## src/rtl/cordic_vectoring_if.sv

```systemverilog
// Handshake and data bundle for the CORDIC vectoring engine: vector in, magnitude/angle out.
// The master drives vectors and accepts results; the slave is the CORDIC block.
interface cordic_vectoring_if #(
  parameter int WORD_LENGTH = 21
);
  logic                          valid_i;
  logic                          ready_o;
  logic signed [WORD_LENGTH-1:0] x_i;
  logic signed [WORD_LENGTH-1:0] y_i;
  logic                          valid_o;
  logic                          ready_i;
  logic signed [WORD_LENGTH-1:0] magnitude_o;
  logic signed [WORD_LENGTH-1:0] angle_o;

  modport master (
    output valid_i, x_i, y_i, ready_i,
    input  ready_o, valid_o, magnitude_o, angle_o
  );

  modport slave (
    input  valid_i, x_i, y_i, ready_i,
    output ready_o, valid_o, magnitude_o, angle_o
  );
endinterface

```

## src/rtl/cordic_vectoring.sv

```systemverilog
// Iterative CORDIC in vectoring mode: one micro-rotation per clock, returns the
// gain-scaled magnitude and atan2(y,x) of the accepted vector.
module cordic_vectoring #(
  parameter int WORD_LENGTH  = 21,
  parameter int N_ITERATIONS = 17,
  parameter int FRAC_BITS    = 18
) (
  input  logic               clk,
  input  logic               rst,
  cordic_vectoring_if.slave  bus
);

  localparam int CW = (N_ITERATIONS > 1) ? $clog2(N_ITERATIONS) : 1;
  localparam logic [CW-1:0] LAST_ITER = CW'(N_ITERATIONS - 1);

  function automatic int round_fixed(input real r);
    return $rtoi(r * (2.0 ** FRAC_BITS) + 0.5);
  endfunction

  localparam int HALF_PI_INT = round_fixed(2.0 * $atan(1.0));
  localparam logic signed [WORD_LENGTH-1:0] HALF_PI = WORD_LENGTH'(HALF_PI_INT);

  typedef enum logic [1:0] {
    IDLE = 2'd0,
    ITER = 2'd1,
    DONE = 2'd2
  } state_t;

  state_t                        state_q, state_d;
  logic signed [WORD_LENGTH-1:0] x_q, x_d;
  logic signed [WORD_LENGTH-1:0] y_q, y_d;
  logic signed [WORD_LENGTH-1:0] z_q, z_d;
  logic signed [WORD_LENGTH-1:0] mag_q, mag_d;
  logic signed [WORD_LENGTH-1:0] ang_q, ang_d;
  logic [CW-1:0]                 iter_q, iter_d;
  logic                          zero_q, zero_d;

  logic signed [WORD_LENGTH-1:0] alpha_tbl [N_ITERATIONS];
  logic signed [WORD_LENGTH-1:0] x_sh, y_sh;
  logic signed [WORD_LENGTH-1:0] x_step, y_step, z_step;

  // Elementary rotation angles atan(2^-i), rounded to the data word's fraction.
  for (genvar gi = 0; gi < N_ITERATIONS; gi++) begin : g_alpha
    localparam int ALPHA_INT = round_fixed($atan(1.0 / (2.0 ** gi)));
    assign alpha_tbl[gi] = WORD_LENGTH'(ALPHA_INT);
  end

  // One micro-rotation driving y towards zero; both updates use pre-update x,y.
  always_comb begin
    x_sh = x_q >>> iter_q;
    y_sh = y_q >>> iter_q;
    if (!y_q[WORD_LENGTH-1]) begin
      x_step = x_q + y_sh;
      y_step = y_q - x_sh;
      z_step = z_q + alpha_tbl[iter_q];
    end else begin
      x_step = x_q - y_sh;
      y_step = y_q + x_sh;
      z_step = z_q - alpha_tbl[iter_q];
    end
  end

  always_comb begin
    state_d = state_q;
    x_d     = x_q;
    y_d     = y_q;
    z_d     = z_q;
    mag_d   = mag_q;
    ang_d   = ang_q;
    iter_d  = iter_q;
    zero_d  = zero_q;
    case (state_q)
      IDLE: begin
        if (bus.valid_i) begin
          state_d = ITER;
          iter_d  = '0;
          zero_d  = (bus.x_i == '0) && (bus.y_i == '0);
          // Fold left-half-plane vectors into the right half so the rotations converge.
          if (!bus.x_i[WORD_LENGTH-1]) begin
            x_d = bus.x_i;
            y_d = bus.y_i;
            z_d = '0;
          end else if (!bus.y_i[WORD_LENGTH-1]) begin
            x_d = bus.y_i;
            y_d = -bus.x_i;
            z_d = HALF_PI;
          end else begin
            x_d = -bus.y_i;
            y_d = bus.x_i;
            z_d = -HALF_PI;
          end
        end
      end
      ITER: begin
        x_d    = x_step;
        y_d    = y_step;
        z_d    = z_step;
        iter_d = iter_q + 1'b1;
        if (iter_q == LAST_ITER) begin
          state_d = DONE;
          mag_d   = zero_q ? '0 : x_step;
          ang_d   = zero_q ? '0 : z_step;
        end
      end
      DONE: begin
        if (bus.ready_i) begin
          state_d = IDLE;
        end
      end
      default: begin
        state_d = IDLE;
      end
    endcase
  end

  always_ff @(posedge clk or posedge rst) begin
    if (rst) begin
      state_q <= IDLE;
      x_q     <= '0;
      y_q     <= '0;
      z_q     <= '0;
      mag_q   <= '0;
      ang_q   <= '0;
      iter_q  <= '0;
      zero_q  <= 1'b0;
    end else begin
      state_q <= state_d;
      x_q     <= x_d;
      y_q     <= y_d;
      z_q     <= z_d;
      mag_q   <= mag_d;
      ang_q   <= ang_d;
      iter_q  <= iter_d;
      zero_q  <= zero_d;
    end
  end

  assign bus.ready_o     = (state_q == IDLE);
  assign bus.valid_o     = (state_q == DONE);
  assign bus.magnitude_o = mag_q;
  assign bus.angle_o     = ang_q;

endmodule

```

## src/flat_wrapper.sv

```systemverilog
// flat-port wrapper written by rule: the top's interface ports become plain ports
module cordic_vectoring_flat 
#(
  parameter int WORD_LENGTH  = 21,
  parameter int N_ITERATIONS = 17,
  parameter int FRAC_BITS    = 18
)
  (clk, rst, bus_valid_i, bus_x_i, bus_y_i, bus_ready_i, bus_ready_o, bus_valid_o, bus_magnitude_o, bus_angle_o);
  cordic_vectoring_if #(.WORD_LENGTH(WORD_LENGTH)) bus_i ();
  input  logic clk;
  input  logic rst;
  input wire logic [$bits(bus_i.valid_i)-1:0] bus_valid_i;
  input wire logic [$bits(bus_i.x_i)-1:0] bus_x_i;
  input wire logic [$bits(bus_i.y_i)-1:0] bus_y_i;
  input wire logic [$bits(bus_i.ready_i)-1:0] bus_ready_i;
  output wire logic [$bits(bus_i.ready_o)-1:0] bus_ready_o;
  output wire logic [$bits(bus_i.valid_o)-1:0] bus_valid_o;
  output wire logic [$bits(bus_i.magnitude_o)-1:0] bus_magnitude_o;
  output wire logic [$bits(bus_i.angle_o)-1:0] bus_angle_o;
  assign bus_i.valid_i = bus_valid_i;
  assign bus_i.x_i = bus_x_i;
  assign bus_i.y_i = bus_y_i;
  assign bus_i.ready_i = bus_ready_i;
  assign bus_ready_o = bus_i.ready_o;
  assign bus_valid_o = bus_i.valid_o;
  assign bus_magnitude_o = bus_i.magnitude_o;
  assign bus_angle_o = bus_i.angle_o;
  cordic_vectoring #(.WORD_LENGTH(WORD_LENGTH), .N_ITERATIONS(N_ITERATIONS), .FRAC_BITS(FRAC_BITS)) u_core (.clk(clk), .rst(rst), .bus(bus_i));
endmodule
```

## config.mk

```make
export PLATFORM = sky130hd
export DESIGN_NAME = cordic_vectoring_flat
export DESIGN_NICKNAME = d
export VERILOG_FILES = /design/src/rtl/cordic_vectoring_if.sv /design/src/rtl/cordic_vectoring.sv /design/src/flat_wrapper.sv
export SDC_FILE = /design/constraint.sdc
export NUM_CORES = 1
export LEC_CHECK = 0
export ABC_CLOCK_PERIOD_IN_PS = 6700
export BUFFER_PORTS_ARGS = -buffer_cell sky130_fd_sc_hd__buf_2
export CAP_MARGIN = 15
export CELL_PAD_IN_SITES_DETAIL_PLACEMENT = 1
export CELL_PAD_IN_SITES_GLOBAL_PLACEMENT = 1
export CORE_MARGIN = 2
export CORE_UTILIZATION = 45
export DETAILED_ROUTE_END_ITERATION = 10
export PLACE_DENSITY_LB_ADDON = 0.3
export SLEW_MARGIN = 40
export SYNTH_ARGS = -nofsm -noshare
export SYNTH_HDL_FRONTEND = slang
export SYNTH_SLANG_ARGS = --single-unit
```

## constraint.sdc

```tcl
create_clock -name clk -period 6.7 [get_ports clk]
set_input_delay 0.335 -clock clk [delete_from_list [all_inputs] [get_ports clk]]
set_output_delay 0.335 -clock clk [all_outputs]
set_load 0.05 [all_outputs]
```

==> impl_metrics.csv, run 1 <==
group,metric,value,unit
outcome,status,"finished, violations left",
outcome,violations,"negative hold slack",
yosys,async_flop_share,100,%
detailed_routing,num_vias,12552,
worst_setup_path,slowest_delay,0.70,ns
worst_setup_path,rrSetupSlack,0.46,ns
timing,fmax,160,MHz
global_routing,grt_start_max_net_pins,83,
floorplanning,core_region_area,27700,um2
floorplanning,dieHeight,172,um
timing,finalSetupViolCount,0,
clock_network,root_buffer,"clkbuf_16",
yosys,synth_warnings,0,
worst_setup_path,critPathBufInv,1,
detailed_routing,ant_nets,0,
worst_setup_path,crit_chain,"clkinvlp_4, ha_1, nand2_1, nand3_1, ha_1, or3b_2, nor3_1, a21oi_1, xnor2_1, ha_1, a21o_1, a21o_1, a21oi_1, o21ai_0, a221oi_1, o21ai_0, a31oi_1, xor2_1, o21ai_0",
worst_setup_path,slowest_stage,"dfrtp_1",
timing,period_share,93.1,%
worst_setup_path,worstSetupEndpointType,"flip-flop",
layout,postLayoutCellArea,13900,um2
yosys,yosys-top-cells-area,"dfrtp_1 22%, ha_1 7.7%, mux4_2 5.9%, a21oi_1 5.0%, xnor2_1 4.9%",
worst_setup_path,worstPathRequired,6.99,ns
timing,final.hold.worst_slack,-0.0228,ns
clock_network,clock_tree.buffer_depth,2,
yosys,netlist.top_cell.by_area,"dfrtp_1",
global_routing,antenna_found_initial,0,
placed_design,dp_hpwl,34.8,mm
yosys,yosysMostFrequentCell,"nor2_1",
yosys,synth_cells,1493,
detailed_routing,route.detailed.drc,0,
yosys,syn_area,12600,um2
global_routing,grt_pass1_wl,73.6,mm
layout,drive_above_1_share,15.6,%
layout,post-route-util,50.3,%
detailed_routing,first_pass_iters,7,
timing,tightest_slew,0.856,ns
floorplanning,pin_count,90,
clock_network,cts.htree.levels,4,
layout,layout.nets,1651,
global_routing,grt_pass1_vias,12574,
worst_setup_path,worstReg2RegEnd,"u_core.z_q[19]$_DFFE_PP0P_",
yosys,ys_types,88,
worst_setup_path,crit_type,"reg2reg",
placed_design,gp_congestion,0.935,
detailed_routing,wire_per_inst,24.6,um
worst_setup_path,worst_r2r_startpoint,"u_core.iter_q[1]$_DFFE_PP0P_",
clock_network,cts.hold.buffers_added,0,
detailed_routing,vias_per_cell,6.55,
clock_network,numCtsBuffers,17,
yosys,synthTopCellsByCount,"139 x nor2_1, 125 x a21oi_1, 113 x dfrtp_1",
clock_network,post_cts_buffers,0,
clock_network,cts_tree,"yes",
worst_setup_path,endpoint,"u_core.z_q[19]$_DFFE_PP0P_",
worst_setup_path,crit_arrival,6.53,ns
global_routing,grt_usage,32.4,%
worst_setup_path,startpoint,"u_core.iter_q[1]$_DFFE_PP0P_",
floorplanning,rows,61,
yosys,synth_edf_count,0,
timing,timing.final.crit_period,6.24,ns
yosys,yosys_register_bits,113,
placed_design,io_buffers,89,
yosys,yosysSeqAreaShare,22.4,%
clock_network,clock_latency,0.44,ns
clock_network,clk_pin_slew_worst_paths,0.07,ns
floorplanning,start_util,45.6,%
worst_setup_path,crit_fanout,19,
yosys,syn_area_per_cell,8.46,um2
yosys,synth_top_area_share,22.4,%
worst_setup_path,crit_family,"compound AO/OA/AOI/OAI gates",
job,cap_viol_max_count,0,
global_routing,grt-ovfl-total,0,
placed_design,place_area,13300,um2
floorplanning,die_x,172,um
layout,area_growth,10.2,%
yosys,synth_nets,1620,
timing,hold_viol_final,18,
floorplanning,fp.dieArea,29400,um2
worst_setup_path,reg2regPathDepth,19,
timing,rsz0062_at_grt,"false",
clock_network,cts_sinks,113,
yosys,ys.flop_type,"dfrtp_1",
worst_setup_path,crit_cells,19,
worst_setup_path,setup.worst_path.start_class,"flip-flop",
timing,maxSlewHeadroom,42.9,%
timing,report.final.slew_viol_count,0,
detailed_routing,drt-total-wl,47.1,mm
timing,tns,0,ns
hold_path,hp-class,"in2async",
detailed_routing,drtIter0Drc,993,
timing,fin_skew,0.0161,ns
layout,insertedDiodeCount,0,
==> through the flow <==
| stage | setup WS [ns] | cells |
|---|---|---|
| floorplan | 1.80 | 1493 |
| global placement | 0.907 | 1882 |
| detailed placement | 0.797 | 1883 |
| CTS | 0.684 | 1915 |
| global route | 0.0352 | 1915 |
| finish | 0.461 | 1915 |
==> cell families after synthesis <==
group	after synthesis	synth area share, %
fa+ha+maj	81	8.20
buf+inv	138	4.80
simple gates	436	16.8
mux	100	12.5
flops	113	22.4
compound gates	502	26.8
xor+xnor	123	8.53
==> timing repair <==
item / CTS / global route
endpoints found under the hold margin: 0 / 0
setup endpoints to repair: 0 / 2
resized for setup: 0 / 1
==> placed cells by master, fill, tap and decap left out, drive strengths merged, types with 8 or more instances in the layout <==
| cell type | n |
|---|---|
| mux4 | 41 |
| nand3 | 33 |
| xnor2 | 71 |
| a211oi | 54 |
| o31ai | 18 |
| nor2b | 18 |
| dfrtp | 113 |
| mux2i | 32 |
| buf | 113 |
| o21ai | 106 |
| nor3 | 35 |
| nand2b | 22 |
| a22o | 29 |
| a31oi | 13 |
| a21o | 23 |
| nand4 | 11 |
| a221o | 16 |
| nor2 | 140 |
| o21a | 8 |
| clkbuf | 17 |
| and3 | 10 |
| mux2 | 27 |
| inv | 37 |
| a21oi | 125 |
| a311oi | 11 |
| o211ai | 11 |
| o22ai | 11 |
| nand2 | 104 |
| xor2 | 52 |
| or3 | 22 |
| ha | 78 |
==> layout make-up <==
type / instances / area, um2
Timing Repair Buffer: 113 / 647
Sequential cell: 113 / 2830
Clock buffer: 17 / 425
Clock inverter: 15 / 160
Tap cell: 378 / 473
Fill cell: 3322 / 13800
Multi-Input combinational cell: 1242 / 9240
Inverter: 37 / 148
==> worst min path at each step <==
stage / startpoint / to / cells past startpoint / slack [ns]
3_5_place_dp: u_core.bus.angle_o[16]$_DFFE_PP0P_ / u_core.bus.angle_o[16]$_DFFE_PP0P_ / 2 / 0.47
3_3_place_gp: u_core.bus.angle_o[12]$_DFFE_PP0P_ / u_core.bus.angle_o[12]$_DFFE_PP0P_ / 2 / 0.46
2_1_floorplan: bus_ready_i / u_core.state_q[1]$_DFFE_PP0P_ / 1 / 0.44
6_report: rst / u_core.bus.magnitude_o[18]$_DFFE_PP0P_ / 2 / -0.02
5_1_grt: rst / u_core.bus.magnitude_o[3]$_DFFE_PP0P_ / 2 / 0.02
4_1_cts: rst / u_core.bus.magnitude_o[5]$_DFFE_PP0P_ / 2 / 0.08
==> sequential cells by signal, summed over array words and instances, names as in the netlist <==
signal / count
u_core.bus.angle_o: 21
u_core.bus.magnitude_o: 21
u_core.x_q: 21
u_core.y_q: 21
u_core.z_q: 21
u_core.iter_q: 5
u_core.state_q: 2
u_core.zero_q: 1
==> per-layer routing <==
| layer | up-vias | track usage [%] | wire length (um) |
|---|---|---|---|
| li1 | 5704 | - | - |
| met1 | 6206 | 44.1 | 20300 |
| met2 | 505 | 50.8 | 21600 |
| met3 | 137 | 4.30 | 2800 |
| met4 | 0 | 15.9 | 2380 |
| met5 | - | 0 | 0 |
Power of run 1 is left out: the tool's default activity adds up to more than one toggle a clock period on the data nets, which glitch-free logic cannot reach.
==> run 2, diff against run 1 <==
PLACE_DENSITY_LB_ADDON = 0.1   (was 0.3)
==> run 2 against run 1 <==
Compared with the run above:
- the run now ends clean
- clock skew fell by 0.0045 ns
- global-route usage is 0.21 points higher
- via count fell by 0.38%
- critical path depth grew 3
- worst setup slack gained 0.14 ns
- final area about the same
- die area is the same
- cell count did not move
- non-clock buffer count up 1
- register-to-register slack gained 0.14 ns
- sequential cell count unchanged
- utilization is essentially flat
- critical path type unchanged
- highest routed layer unchanged
==> impl_metrics.csv, run 2 (synthesis gave the netlist of run 1 again) <==
group,metric,value,unit
placed_design,gp_congestion,0.937,
timing,tightest_slew,0.841,ns
floorplanning,rows,61,
worst_setup_path,worst_r2r_startpoint,"u_core.iter_q[0]$_DFFE_PP0P_",
detailed_routing,drt-total-wl,47.4,mm
worst_setup_path,worstSetupEndpointType,"flip-flop",
global_routing,grt_pass1_vias,12129,
worst_setup_path,reg2regPathDepth,22,
clock_network,clk_pin_slew_worst_paths,0.06,ns
floorplanning,pin_count,90,
timing,hold_viol_final,0,
timing,tns,0,ns
worst_setup_path,crit_arrival,6.42,ns
layout,layout_common_cells,"137 x nor2_1, 125 x a21oi_1, 110 x dfrtp_1",
hold_path,whs_path_depth,2,
detailed_routing,num_vias,12504,
floorplanning,start_util,45.6,%
worst_setup_path,startpoint,"u_core.iter_q[0]$_DFFE_PP0P_",
detailed_routing,ant_nets,0,
job,cap_viol_max_count,0,
layout,insertedDiodeCount,0,
floorplanning,dieHeight,172,um
timing,timing.final.crit_period,6.10,ns
global_routing,grt_usage,32.6,%
timing,fmax,164,MHz
timing,report.final.slew_viol_count,0,
layout,layout.nets,1652,
global_routing,grt-ovfl-total,0,
timing,period_share,91.1,%
clock_network,cts_tree,"yes",
clock_network,clock_latency,0.45,ns
placed_design,io_buffers,89,
clock_network,root_buffer,"clkbuf_16",
timing,fin_skew,0.0116,ns
detailed_routing,vias_per_cell,6.53,
floorplanning,die_x,172,um
worst_setup_path,crit_type,"reg2reg",
clock_network,numCtsBuffers,17,
clock_network,clock_tree.buffer_depth,2,
worst_setup_path,setup.worst_path.start_class,"flip-flop",
worst_setup_path,worstPathRequired,7.02,ns
global_routing,grt_start_max_net_pins,84,
timing,finalSetupViolCount,0,
detailed_routing,wire_per_inst,24.7,um
outcome,status,"finished clean",
placed_design,dp_hpwl,35.1,mm
floorplanning,core_region_area,27700,um2
layout,area_growth,10.3,%
detailed_routing,drtIter0Drc,996,
clock_network,post_cts_buffers,0,
worst_setup_path,crit_fanout,47,
clock_network,cts_resized,0,
layout,drive_above_1_share,15.4,%
floorplanning,fp.dieArea,29400,um2
layout,final_common_cell,"nor2_1",
clock_network,cts.hold.buffers_added,1,
detailed_routing,route.detailed.drc,0,
timing,rsz0062_at_grt,"false",
hold_path,min_from,"bus_ready_i",
timing,maxSlewHeadroom,43.9,%
hold_path,hp-class,"in2reg",
detailed_routing,first_pass_iters,5,
clock_network,cts.htree.levels,4,
global_routing,antenna_found_initial,1,
global_routing,grt_pass1_wl,72.8,mm
clock_network,cts_sinks,113,
[run 2: worst paths after layout]
path                                                          end  slack (ns)
max reg2reg                            u_core.x_q[20]$_DFFE_PP0P_        0.60
min in group asynchronous  u_core.bus.magnitude_o[12]$_DFFE_PP0P_        0.53
max                                    u_core.x_q[20]$_DFFE_PP0P_        0.60
max in group asynchronous            u_core.iter_q[0]$_DFFE_PP0P_        5.08
min reg2reg                     u_core.bus.angle_o[5]$_DFFE_PP0P_        0.47
min                                 u_core.state_q[1]$_DFFE_PP0P_        0.09
[run 2: final cells by class]
cell class,count,area (um2)
fill,3363,13800
multi-input combinational,1242,9240
sequential,113,2830
timing repair buffer,114,642
tap,378,473
clock buffer,17,425
clock inverter,14,179
inverter,37,141
[run 2: worst max-delay path: stages, from the launching register on]
cell      delay, ns
dfrtp_4        0.85
buf_4          0.44
mux2_2         0.42
mux4_2         0.52
mux2i_1        0.17
mux2i_1        0.13
inv_1          0.12
ha_1           0.21
nand3_1        0.19
nor3b_1        0.29
xnor2_1        0.15
o22ai_1        0.11
ha_1           0.42
nand3_1        0.15
a21oi_1        0.24
a211oi_1       0.13
o31ai_1        0.39
a21oi_1        0.12
nor2b_1        0.20
o21ai_0        0.12
a21oi_1        0.17
xnor2_1        0.11
a221o_1        0.30
[run 2: metrics by stage]
step | utilization, % | hold slack (ns) | instance area, um2 | setup slack (ns) | instances
3_5_place_dp | 48.1 | 0.465 | 13300 | 0.757 | 1883
5_1_grt | 50.3 | 0.0990 | 13900 | 0.0947 | 1915
6_report | 50.3 | 0.0920 | 13900 | 0.599 | 1915
2_1_floorplan | - | 0.443 | 12600 | 1.80 | 1493
4_1_cts | 50.3 | 0.0730 | 13900 | 0.675 | 1915
3_3_place_gp | 48.0 | 0.457 | 13300 | 0.887 | 1883
[run 2: routing by layer]
layer	up-vias	track usage [%]	wire length, um
li1	5695	-	-
met1	6373	46.3	22000
met2	374	51.4	21700
met3	62	5.52	2550
met4	0	8.73	1110
met5	-	0	0
Power of run 2 is left out for the same reason.
